### src/rtl/z_chunk_adder_pkg.sv
// Shared types for the chunked adder: FSM state enum and a
// counter-width helper that never returns less than one bit.
package z_arith_pkg;

  typedef enum logic [1:0] {
    IDLE = 2'd0,
    RUN  = 2'd1,
    DONE = 2'd2
  } state_e;

  function automatic int clog2_min1(input int v);
    int r;
    r = 0;
    for (int i = 0; i < 32; i++) begin
      if ((1 << r) < v) r++;
    end
    return (r < 1) ? 1 : r;
  endfunction

endpackage

### src/rtl/z_chunk_adder_if.sv
// Start/done request bundle for z_chunk_adder.
// master: start, sub, a, b, c_in out; sum, c_out, ovf, busy, done in.
interface z_chunk_adder_if #(
  parameter int N = 16
);
  logic         start;
  logic         sub;
  logic [N-1:0] a;
  logic [N-1:0] b;
  logic         c_in;
  logic [N-1:0] sum;
  logic         c_out;
  logic         ovf;
  logic         busy;
  logic         done;

  modport master (
    output start, sub, a, b, c_in,
    input  sum, c_out, ovf, busy, done
  );

  modport slave (
    input  start, sub, a, b, c_in,
    output sum, c_out, ovf, busy, done
  );
endinterface

### src/rtl/z_slice_add.sv
// Combinational W-bit ripple adder slice.
// a_i, b_i, c_i in; s_o sum, c_o carry-out, cm_o carry into the MSB.
module z_slice_add #(
  parameter int W = 4
) (
  input  logic [W-1:0] a_i,
  input  logic [W-1:0] b_i,
  input  logic         c_i,
  output logic [W-1:0] s_o,
  output logic         c_o,
  output logic         cm_o
);
  logic [W:0] c;

  always_comb begin
    c    = '0;
    s_o  = '0;
    c[0] = c_i;
    for (int i = 0; i < W; i++) begin
      s_o[i]  = a_i[i] ^ b_i[i] ^ c[i];
      c[i+1]  = (a_i[i] & b_i[i])
              | (a_i[i] & c[i])
              | (b_i[i] & c[i]);
    end
  end

  assign c_o  = c[W];
  assign cm_o = c[W-1];
endmodule

### src/rtl/z_chunk_adder.sv
// Multi-cycle N-bit add/sub, one CHUNK-bit slice per clock, LSB first.
// Ports: clk, rst (sync, active-high) and bus (z_chunk_adder_if.slave).
module z_chunk_adder
  import z_arith_pkg::*;
#(
  parameter int N     = 16,
  parameter int CHUNK = 4
) (
  input logic              clk,
  input logic              rst,
  z_chunk_adder_if.slave   bus
);
  localparam int M  = N / CHUNK;
  localparam int KW = clog2_min1(M);
  localparam logic [N-1:0] MASK = N'({CHUNK{1'b1}});

  if ((CHUNK < 1) || (CHUNK > N) || ((N % CHUNK) != 0)) begin : g_bad
    $error("z_chunk_adder: N must be a positive multiple of CHUNK");
  end

  state_e        state_q, state_d;
  logic [KW-1:0] k_q, k_d;
  logic [N-1:0]  a_q, a_d;
  logic [N-1:0]  b_q, b_d;
  logic [N-1:0]  part_q, part_d;
  logic [N-1:0]  sum_q, sum_d;
  logic          carry_q, carry_d;
  logic          cout_q, cout_d;
  logic          ovf_q, ovf_d;

  logic [31:0]      base;
  logic [CHUNK-1:0] sa, sb, ss;
  logic             sco, scm;
  logic [N-1:0]     part_m;
  logic             last;

  assign base = 32'(k_q) * 32'(CHUNK);
  assign sa   = CHUNK'(a_q >> base);
  assign sb   = CHUNK'(b_q >> base);
  assign last = (k_q == KW'(M - 1));

  z_slice_add #(.W(CHUNK)) u_slice (
    .a_i  (sa),
    .b_i  (sb),
    .c_i  (carry_q),
    .s_o  (ss),
    .c_o  (sco),
    .cm_o (scm)
  );

  // current slice merged into the partial sum
  assign part_m = (part_q & ~(MASK << base))
                | (N'(ss) << base);

  always_comb begin
    state_d = state_q;
    k_d     = k_q;
    a_d     = a_q;
    b_d     = b_q;
    part_d  = part_q;
    sum_d   = sum_q;
    carry_d = carry_q;
    cout_d  = cout_q;
    ovf_d   = ovf_q;
    unique case (state_q)
      IDLE, DONE: begin
        state_d = IDLE;
        if (bus.start) begin
          a_d     = bus.a;
          b_d     = bus.sub ? ~bus.b : bus.b;
          carry_d = bus.c_in ^ bus.sub;
          k_d     = '0;
          state_d = RUN;
        end
      end
      RUN: begin
        part_d  = part_m;
        carry_d = sco;
        if (last) begin
          sum_d   = part_m;
          cout_d  = sco;
          ovf_d   = scm ^ sco;
          k_d     = '0;
          state_d = DONE;
        end else begin
          k_d = k_q + 1'b1;
        end
      end
      default: state_d = IDLE;
    endcase
  end

  always_ff @(posedge clk) begin
    if (rst) begin
      state_q <= IDLE;
      k_q     <= '0;
      a_q     <= '0;
      b_q     <= '0;
      part_q  <= '0;
      sum_q   <= '0;
      carry_q <= 1'b0;
      cout_q  <= 1'b0;
      ovf_q   <= 1'b0;
    end else begin
      state_q <= state_d;
      k_q     <= k_d;
      a_q     <= a_d;
      b_q     <= b_d;
      part_q  <= part_d;
      sum_q   <= sum_d;
      carry_q <= carry_d;
      cout_q  <= cout_d;
      ovf_q   <= ovf_d;
    end
  end

  assign bus.sum   = sum_q;
  assign bus.c_out = cout_q;
  assign bus.ovf   = ovf_q;
  assign bus.busy  = (state_q == RUN);
  assign bus.done  = (state_q == DONE);
endmodule

### src/flat_wrapper.sv
// flat-port wrapper written by rule: the top's interface ports become plain ports
module z_chunk_adder_flat import z_arith_pkg::*;
#(
  parameter int N     = 16,
  parameter int CHUNK = 4
)
  (clk, rst, bus_start, bus_sub, bus_a, bus_b, bus_c_in, bus_sum, bus_c_out, bus_ovf, bus_busy, bus_done);
  z_chunk_adder_if #(.N(N)) bus_i ();
  input logic clk;
  input logic rst;
  input wire logic [$bits(bus_i.start)-1:0] bus_start;
  input wire logic [$bits(bus_i.sub)-1:0] bus_sub;
  input wire logic [$bits(bus_i.a)-1:0] bus_a;
  input wire logic [$bits(bus_i.b)-1:0] bus_b;
  input wire logic [$bits(bus_i.c_in)-1:0] bus_c_in;
  output wire logic [$bits(bus_i.sum)-1:0] bus_sum;
  output wire logic [$bits(bus_i.c_out)-1:0] bus_c_out;
  output wire logic [$bits(bus_i.ovf)-1:0] bus_ovf;
  output wire logic [$bits(bus_i.busy)-1:0] bus_busy;
  output wire logic [$bits(bus_i.done)-1:0] bus_done;
  assign bus_i.start = bus_start;
  assign bus_i.sub = bus_sub;
  assign bus_i.a = bus_a;
  assign bus_i.b = bus_b;
  assign bus_i.c_in = bus_c_in;
  assign bus_sum = bus_i.sum;
  assign bus_c_out = bus_i.c_out;
  assign bus_ovf = bus_i.ovf;
  assign bus_busy = bus_i.busy;
  assign bus_done = bus_i.done;
  z_chunk_adder #(.N(N), .CHUNK(CHUNK)) u_core (.clk(clk), .rst(rst), .bus(bus_i));
endmodule
### config.mk
export PLATFORM = sky130hd
export DESIGN_NAME = z_chunk_adder_flat
export DESIGN_NICKNAME = d
export VERILOG_FILES = /design/src/rtl/z_chunk_adder_pkg.sv /design/src/rtl/z_chunk_adder_if.sv /design/src/rtl/z_slice_add.sv /design/src/rtl/z_chunk_adder.sv /design/src/flat_wrapper.sv
export SDC_FILE = /design/constraint.sdc
export NUM_CORES = 1
export LEC_CHECK = 0
export ABC_AREA = 0
export ABC_CLOCK_PERIOD_IN_PS = 3060
export CAP_MARGIN = 10
export CORE_UTILIZATION = 47
export DETAILED_ROUTE_END_ITERATION = 6
export GPL_TIMING_DRIVEN = 0
export PLACE_DENSITY_LB_ADDON = 0.2
export SYNTH_ARGS = -nofsm -noshare
export SYNTH_HDL_FRONTEND = slang
export SYNTH_SLANG_ARGS = --single-unit
### constraint.sdc
create_clock -name clk -period 3.06 [get_ports clk]
set_input_delay 0.765 -clock clk [delete_from_list [all_inputs] [get_ports clk]]
set_output_delay 0.765 -clock clk [all_outputs]
set_load 0.005 [all_outputs]
; ---- After elaboration in Yosys (flattened, before gate mapping)
; Index checks and enable logic that the tools add are counted.
[totals]
register_bits = 71
input_bits = 37
output_inout_bits = 20
word_cells = 68
[op_classes]
addsub = 1
n_eq_ne = 5
shifts = 4
mux = 9
bitwise = 34
n_reduce_logical = 6
[op_table]
columns = operator, n
row1 = NOT 16 bit, 2
row2 = >> shifter 16 x 4 -> 4 bit, 2
row3 = AND 16 bit, 1
row4 = 2-to-1 mux 16 bit, 1
row5 = OR 16 bit, 1
row6 = << shifter 4 x 4 -> 16 bit, 1
row7 = "<< shifter 4 x 4 -> 16 bit, first input constant", 1
row8 = AND 1 bit, 12
row9 = XOR 1 bit, 10
row10 = OR 1 bit, 8
row11 = case mux 2 bit (2 select lines), 2
row12 = 2-to-1 mux 2 bit, 3
row13 = AND reduction 2 bit, 3
row14 = "== test 2 bit, second input constant", 2
row15 = "adder 2 x 1 -> 2 bit, second input constant", 1
row16 = "== test 2 x 1 -> 1 bit, second input constant", 1
row17 = zero test 2 bit, 1
row18 = 2-to-1 mux 1 bit, 2
row19 = "!= test 2 x 1 -> 1 bit, second input constant", 1
row20 = "!= test 2 bit, second input constant", 1
row21 = case mux 1 bit (2 select lines), 1
row22 = nonzero test 2 bit, 1
row23 = OR reduction 2 bit, 1

; ---- Longest topological paths before layout
[depth]
word_depth = 14
depth_mapped = 12
ltp_nobuf = 10

; ---- Cells and area by module
; Synthesis repeated with hierarchy kept, for this count alone.
[unflattened]
cells_unflattened = 350
area_unflattened_um2 = 3103.0
[by_module_without_submodules]
columns = mod, n_inst, cells_each, area_each_um2, seq_area_each_um2
row1 = z_chunk_adder, 1, 336, 2985.4, 1341.3
row2 = z_slice_add, 1, 14, 117.6, 0.0

; ---- Least setup slack after synthesis
; OpenSTA, ideal clock, no wires.
[synth_timing]
path_type = reg-to-reg
startpoint = reg u_core.k_q[0]
endpoint = reg u_core.sum_q[3] (netlist: u_core.bus.sum[3])
setup_time_ns = 0.078
arrival_time_ns = 2.910
required_ns = 2.982
path_slack_ns = 0.072
stages_incl_launch_ff = 12
path_buffers = 1
synth_period_minus_slack_ns = 2.988
path_cell_list = dfxtp_1 > buf_4 > mux4_2 > fa_1 > inv_1 > fa_1 > fa_1 > inv_1 > fa_1 > nor3b_1 > nor3_1 > nor3_1
[synth_between]
elab_chain_cells = 13
elab_cells_between_ends = 26
classes_between = 1 x eq/ne / 4 x shift / 20 x bitwise / 1 x reduce/logical
[synth_lines]
columns = element, line
row1 = start: declaration, z_chunk_adder.sv:22  ; logic [KW-1:0] k_q, k_d;
row2 = start signal: assignment, z_chunk_adder.sv:106  ; k_q <= k_d;
row3 = ">> shifter 16 x 4 -> 4 bit, on equally long branches", "z_chunk_adder.sv:38, z_chunk_adder.sv:39"
row4 = "AND 1 bit, on equally long branches", "z_slice_add.sv:21, z_slice_add.sv:22"
row5 = OR 1 bit, z_slice_add.sv:22  ; | (a_i[i] & c[i])
row6 = OR 1 bit, z_slice_add.sv:23  ; | (b_i[i] & c[i]);
row7 = AND 1 bit, z_slice_add.sv:22
row8 = OR 1 bit, z_slice_add.sv:22
row9 = OR 1 bit, z_slice_add.sv:23
row10 = AND 1 bit, z_slice_add.sv:22
row11 = OR 1 bit, z_slice_add.sv:22
row12 = OR 1 bit, z_slice_add.sv:23
row13 = XOR 1 bit, z_slice_add.sv:20  ; s_o[i] = a_i[i] ^ b_i[i] ^ c[i];
row14 = << shifter 4 x 4 -> 16 bit, z_chunk_adder.sv:53  ; | (N'(ss) << base);
row15 = OR 16 bit, z_chunk_adder.sv:53
row16 = end signal: assignment, z_chunk_adder.sv:110  ; sum_q <= sum_d;
row17 = end: declaration, z_chunk_adder.sv:26  ; logic [N-1:0] sum_q, sum_d;
; Several ways; a longest one is shown, not always the timed one.
; A chain may end at the register's enable or synchronous reset.

; ---- Worst setup path after layout
[layout_timing]
startpoint = reg u_core.k_q[0]
endpoint = reg u_core.part_q[3]
[layout_between]
elab_chain_cells = 13
elab_cells_between_ends = 24
classes_between = 4 x shift / 20 x bitwise
[layout_lines]
columns = element, line
row1 = ">> shifter 16 x 4 -> 4 bit, on equally long branches", "z_chunk_adder.sv:38, z_chunk_adder.sv:39"
row2 = "AND 1 bit, on equally long branches", "z_slice_add.sv:21, z_slice_add.sv:22"
row3 = OR 1 bit, z_slice_add.sv:22
row4 = OR 1 bit, z_slice_add.sv:23
row5 = AND 1 bit, z_slice_add.sv:22
row6 = OR 1 bit, z_slice_add.sv:22
row7 = OR 1 bit, z_slice_add.sv:23
row8 = AND 1 bit, z_slice_add.sv:22
row9 = OR 1 bit, z_slice_add.sv:22
row10 = OR 1 bit, z_slice_add.sv:23
row11 = XOR 1 bit, z_slice_add.sv:20
row12 = << shifter 4 x 4 -> 16 bit, z_chunk_adder.sv:53
row13 = OR 16 bit *, z_chunk_adder.sv:53
row14 = end signal: assignment, z_chunk_adder.sv:109  ; part_q <= part_d;
row15 = end: declaration, z_chunk_adder.sv:25  ; logic [N-1:0] part_q, part_d;
; Mark *: on every way between the ends. The rest lies on a longest branch, timed or not.

==> flow_metrics.tcl <==
set metrics [dict create \
    outcome "completed" \
    synth_nets 398 \
    max_freq_mhz 336.7 \
    r2r_start "u_core.k_q[0]$_SDFFE_PP0P_" \
    grt_overflow_total 0 \
    cts.path.max_buffers 2 \
    grt_start_max_net_pins 12 \
    fillers 572 \
    multi_input_comb_area_um2 1587 \
    drive_above_1_share_pct 16.24 \
    synth_seq_area_share_pct 43.70 \
    synth_area_leaders "dfxtp_1 44%, nor3_1 8.2%, mux4_2 5.9%" \
    layout.nets 471 \
    cts_tree "done" \
    synth_area_leader_cell "dfxtp_1" \
    r2r-end "u_core.part_q[3]$_SDFFE_PP0P_" \
    p_leak_nw 1.507 \
    fin_hold_ws_ns 0.4519 \
    pwr-share-seq_pct 44.2 \
    post-route-drc-count 0 \
    die_w_um 82.81 \
    share_comb_of_total_power_pct 16.9 \
    hold_depth 2 \
    synth_top_area_share_pct 43.70 \
    yosys_warnings 0 \
    place_congestion 0.7919 \
    min_to "u_core.a_q[9]$_SDFFE_PP0P_" \
    drt_iter0_markers 148 \
    dieArea_um2 6858 \
    diodes 0 \
    core-area_um2 6314 \
    seq_area_um2 1344 \
    cp.arrival_ns 3.24 \
    maxCapViolCount 0 \
    worst_skew_pair.late_latency_ns 0.34 \
    worst_pin_slew_ns 0.5021 \
    hold_path_class "flip-flop to flip-flop" \
    fin_skew_ns 0.006810 \
    r2r_cells 11 \
    end_kind "flip-flop" \
    routedWlPerCell_um 13.81 \
    cts_buffers 9 \
    switching_share_pct 25.25 \
    start_util_pct 48.61 \
    firstDrtPassIters 4 \
    switching_power_mw 0.5421 \
    power_density_nw_per_um2 529.1 \
    period_share_pct 97.07 \
    worstSetupPathType "flip-flop to flip-flop" \
    vdd_drop_max_v 0.0004739 \
    postSynthCellCount 353 \
    cts.sinks 67 \
    grt_first_pass_wirelength_um 11910 \
    syn_avg_cell_area_um2 8.695 \
    dpl_worst_slack_ns -0.2656 \
    timing.final.ws_setup_ns 0.08966 \
    grt_pass1_vias 2618 \
    cp-start-kind "flip-flop" \
    slew_viol_final 0 \
    final-hold-violation-count 0 \
    antenna_left 0 \
    hp-start "u_core.a_q[9]$_SDFFE_PP0P_" \
    dp.cells 484 \
    synth_cell_types 28 \
    postLayoutCellArea_um2 4058 \
    vias 2696 \
    grt_antenna_before_repair 0 \
    p_int_mw 1.605 \
    totalWireLength_um 7014 \
    slew-limit-headroom_pct 66.53 \
    area_growth_pct 32.21 \
    ys_ff_latch 67 \
    timing.critical_path.required_ns 3.33 \
    layout_min_cycle_time_ns 2.970 \
    instances_no_fill 508 \
    cts-htree-levels 3 \
    dpl_cell_area_um2 3706 \
    clockRootBuffer "clkbuf_8" \
    finalSetupTns_ns 0 \
    clk_pin_slew_ns 0.07 \
    hold_buffers 0 \
    crit_path_max_fanout 4 \
    dp_hpwl_um 4958 \
    ff2ff_setup_slack_ns 0.09 \
    rsz0062_at_grt "yes" \
    grt_usage_pct 21.67 \
    via_per_inst 5.307 \
    die_h_um 82.81 \
    rows 29 \
    power_mw 2.147 \
    synth_area_um2 3069 \
    clock_power_share_pct 38.9 \
    utilization_pct 64.27 \
    ios 57 \
    portBuffers 54 \
    setup_violations 0 \
]
==> state kept, by name, summed over array words and instances (netlist names), 2 cells and up <==
register and count:
u_core.k_q 2, u_core.part_q 12, u_core.state_q 2, u_core.b_q 16
u_core.bus.sum 16, u_core.a_q 16
==> per-layer routing <==
layer	track usage, %	part of all wire (%)	vias up
met5	0	0	-
met4	10.19	1.9	0
met3	3.479	4.1	13
met2	35.99	50	60
met1	27.63	44	1281
li1	-	-	1342
==> logic make-up after synthesis <==
| kind of cell | share of synthesized area [%] |
|---|---|
| and+or+nand+nor | 26.50 |
| DFF | 43.70 |
| AOI/OAI and AO/OA | 8.521 |
| buffers and inverters | 6.034 |
| xor gates and xnor gates | 5.137 |
| muxes | 5.870 |
| adders and majority gates | 4.240 |
==> cells in the final DEF (no fill, tap or decap), types with 4 or more instances in the layout <==
| cell | count |
|---|---|
| buf_4 | 13 |
| nand2_1 | 42 |
| nor3_1 | 46 |
| mux4_2 | 8 |
| ha_1 | 4 |
| nor3_2 | 4 |
| clkdlybuf4s50_1 | 54 |
| xnor2_1 | 17 |
| nor3b_1 | 5 |
| a21oi_1 | 24 |
| clkbuf_1 | 9 |
| a211oi_1 | 16 |
| inv_1 | 6 |
| fa_2 | 4 |
| nor2b_1 | 14 |
| dfxtp_1 | 65 |
| nor2_1 | 43 |
| buf_2 | 13 |
| clkbuf_8 | 11 |
==> power by group through the flow <==
stage | clock [mW] | sequential, mW | combinational, mW
floorplan | 0 | 0.961 | 0.224
global placement | 0 | 0.966 | 0.327
detailed placement | 0 | 0.968 | 0.332
CTS | 0.842 | 0.948 | 0.355
global route | 0.881 | 0.954 | 0.401
finish | 0.834 | 0.949 | 0.364
==> worst max-delay path by stage <==
stage	startpoint	end	slack [ns]	depth (start not counted)
2_1_floorplan	u_core.k_q[0]$_SDFFE_PP0P_	u_core.bus.sum[3]$_SDFFE_PP0P_	0.07	11
3_3_place_gp	u_core.k_q[0]$_SDFFE_PP0P_	u_core.bus.sum[3]$_SDFFE_PP0P_	-0.25	11
4_1_cts	u_core.k_q[1]$_SDFFE_PP0P_	u_core.bus.sum[11]$_SDFFE_PP0P_	0.01	12
3_5_place_dp	u_core.k_q[0]$_SDFFE_PP0P_	u_core.part_q[3]$_SDFFE_PP0P_	-0.27	11
5_1_grt	u_core.k_q[0]$_SDFFE_PP0P_	u_core.part_q[3]$_SDFFE_PP0P_	-0.05	11
6_report	u_core.k_q[0]$_SDFFE_PP0P_	u_core.part_q[3]$_SDFFE_PP0P_	0.09	11
==> Yosys cell counts <==
| library cell | count |
|---|---|
| dfxtp_1 | 67 |
| nor3_1 | 50 |
| nor2_1 | 43 |
| nand2_1 | 42 |
| a21oi_1 | 24 |
| xnor2_1 | 17 |
| a211oi_1 | 16 |
| buf_2 | 16 |
| nor2b_1 | 14 |
| clkbuf_1 | 9 |
| inv_1 | 8 |
| mux4_2 | 8 |
| nor3b_1 | 6 |
| and3b_1 | 5 |
| buf_4 | 5 |
| fa_1 | 4 |
| ha_1 | 4 |
| nand2b_1 | 2 |
| nand3_1 | 2 |
| nand4_1 | 2 |
| or3_1 | 2 |
| a22oi_1 | 1 |
| a31oi_1 | 1 |
| inv_2 | 1 |
| nand3b_2 | 1 |
| nor4b_1 | 1 |
| o21a_1 | 1 |
| xor2_1 | 1 |
==> worst max-delay path, cell delays in order (launching register included) <==
cell	delay, ns
dfxtp_2	0.35
buf_6	0.12
mux4_2	0.53
fa_2	0.40
inv_2	0.07
fa_2	0.20
fa_2	0.22
inv_2	0.04
fa_2	0.56
nor3b_4	0.21
nor3_1	0.07
nor3_1	0.12
==> layout make-up <==
class | count | share of cell area, %
Inverter | 9 | 0.8326
Sequential cell | 67 | 33.12
Multi-Input combinational cell | 247 | 39.10
Timing Repair Buffer | 62 | 14.80
Buffer | 30 | 4.194
Tap cell | 77 | 2.374
Clock inverter | 5 | 1.850
Clock buffer | 11 | 3.731
==> repair_timing <==
action / CTS / global route
pin swaps: 4 / 11
gates resized for setup: 15 / 7
endpoints found under the setup margin: 8 / 6
buffers inserted: 4 / 4
hold endpoints to repair: 0 / 0
(Power assumes the default switching activity.)
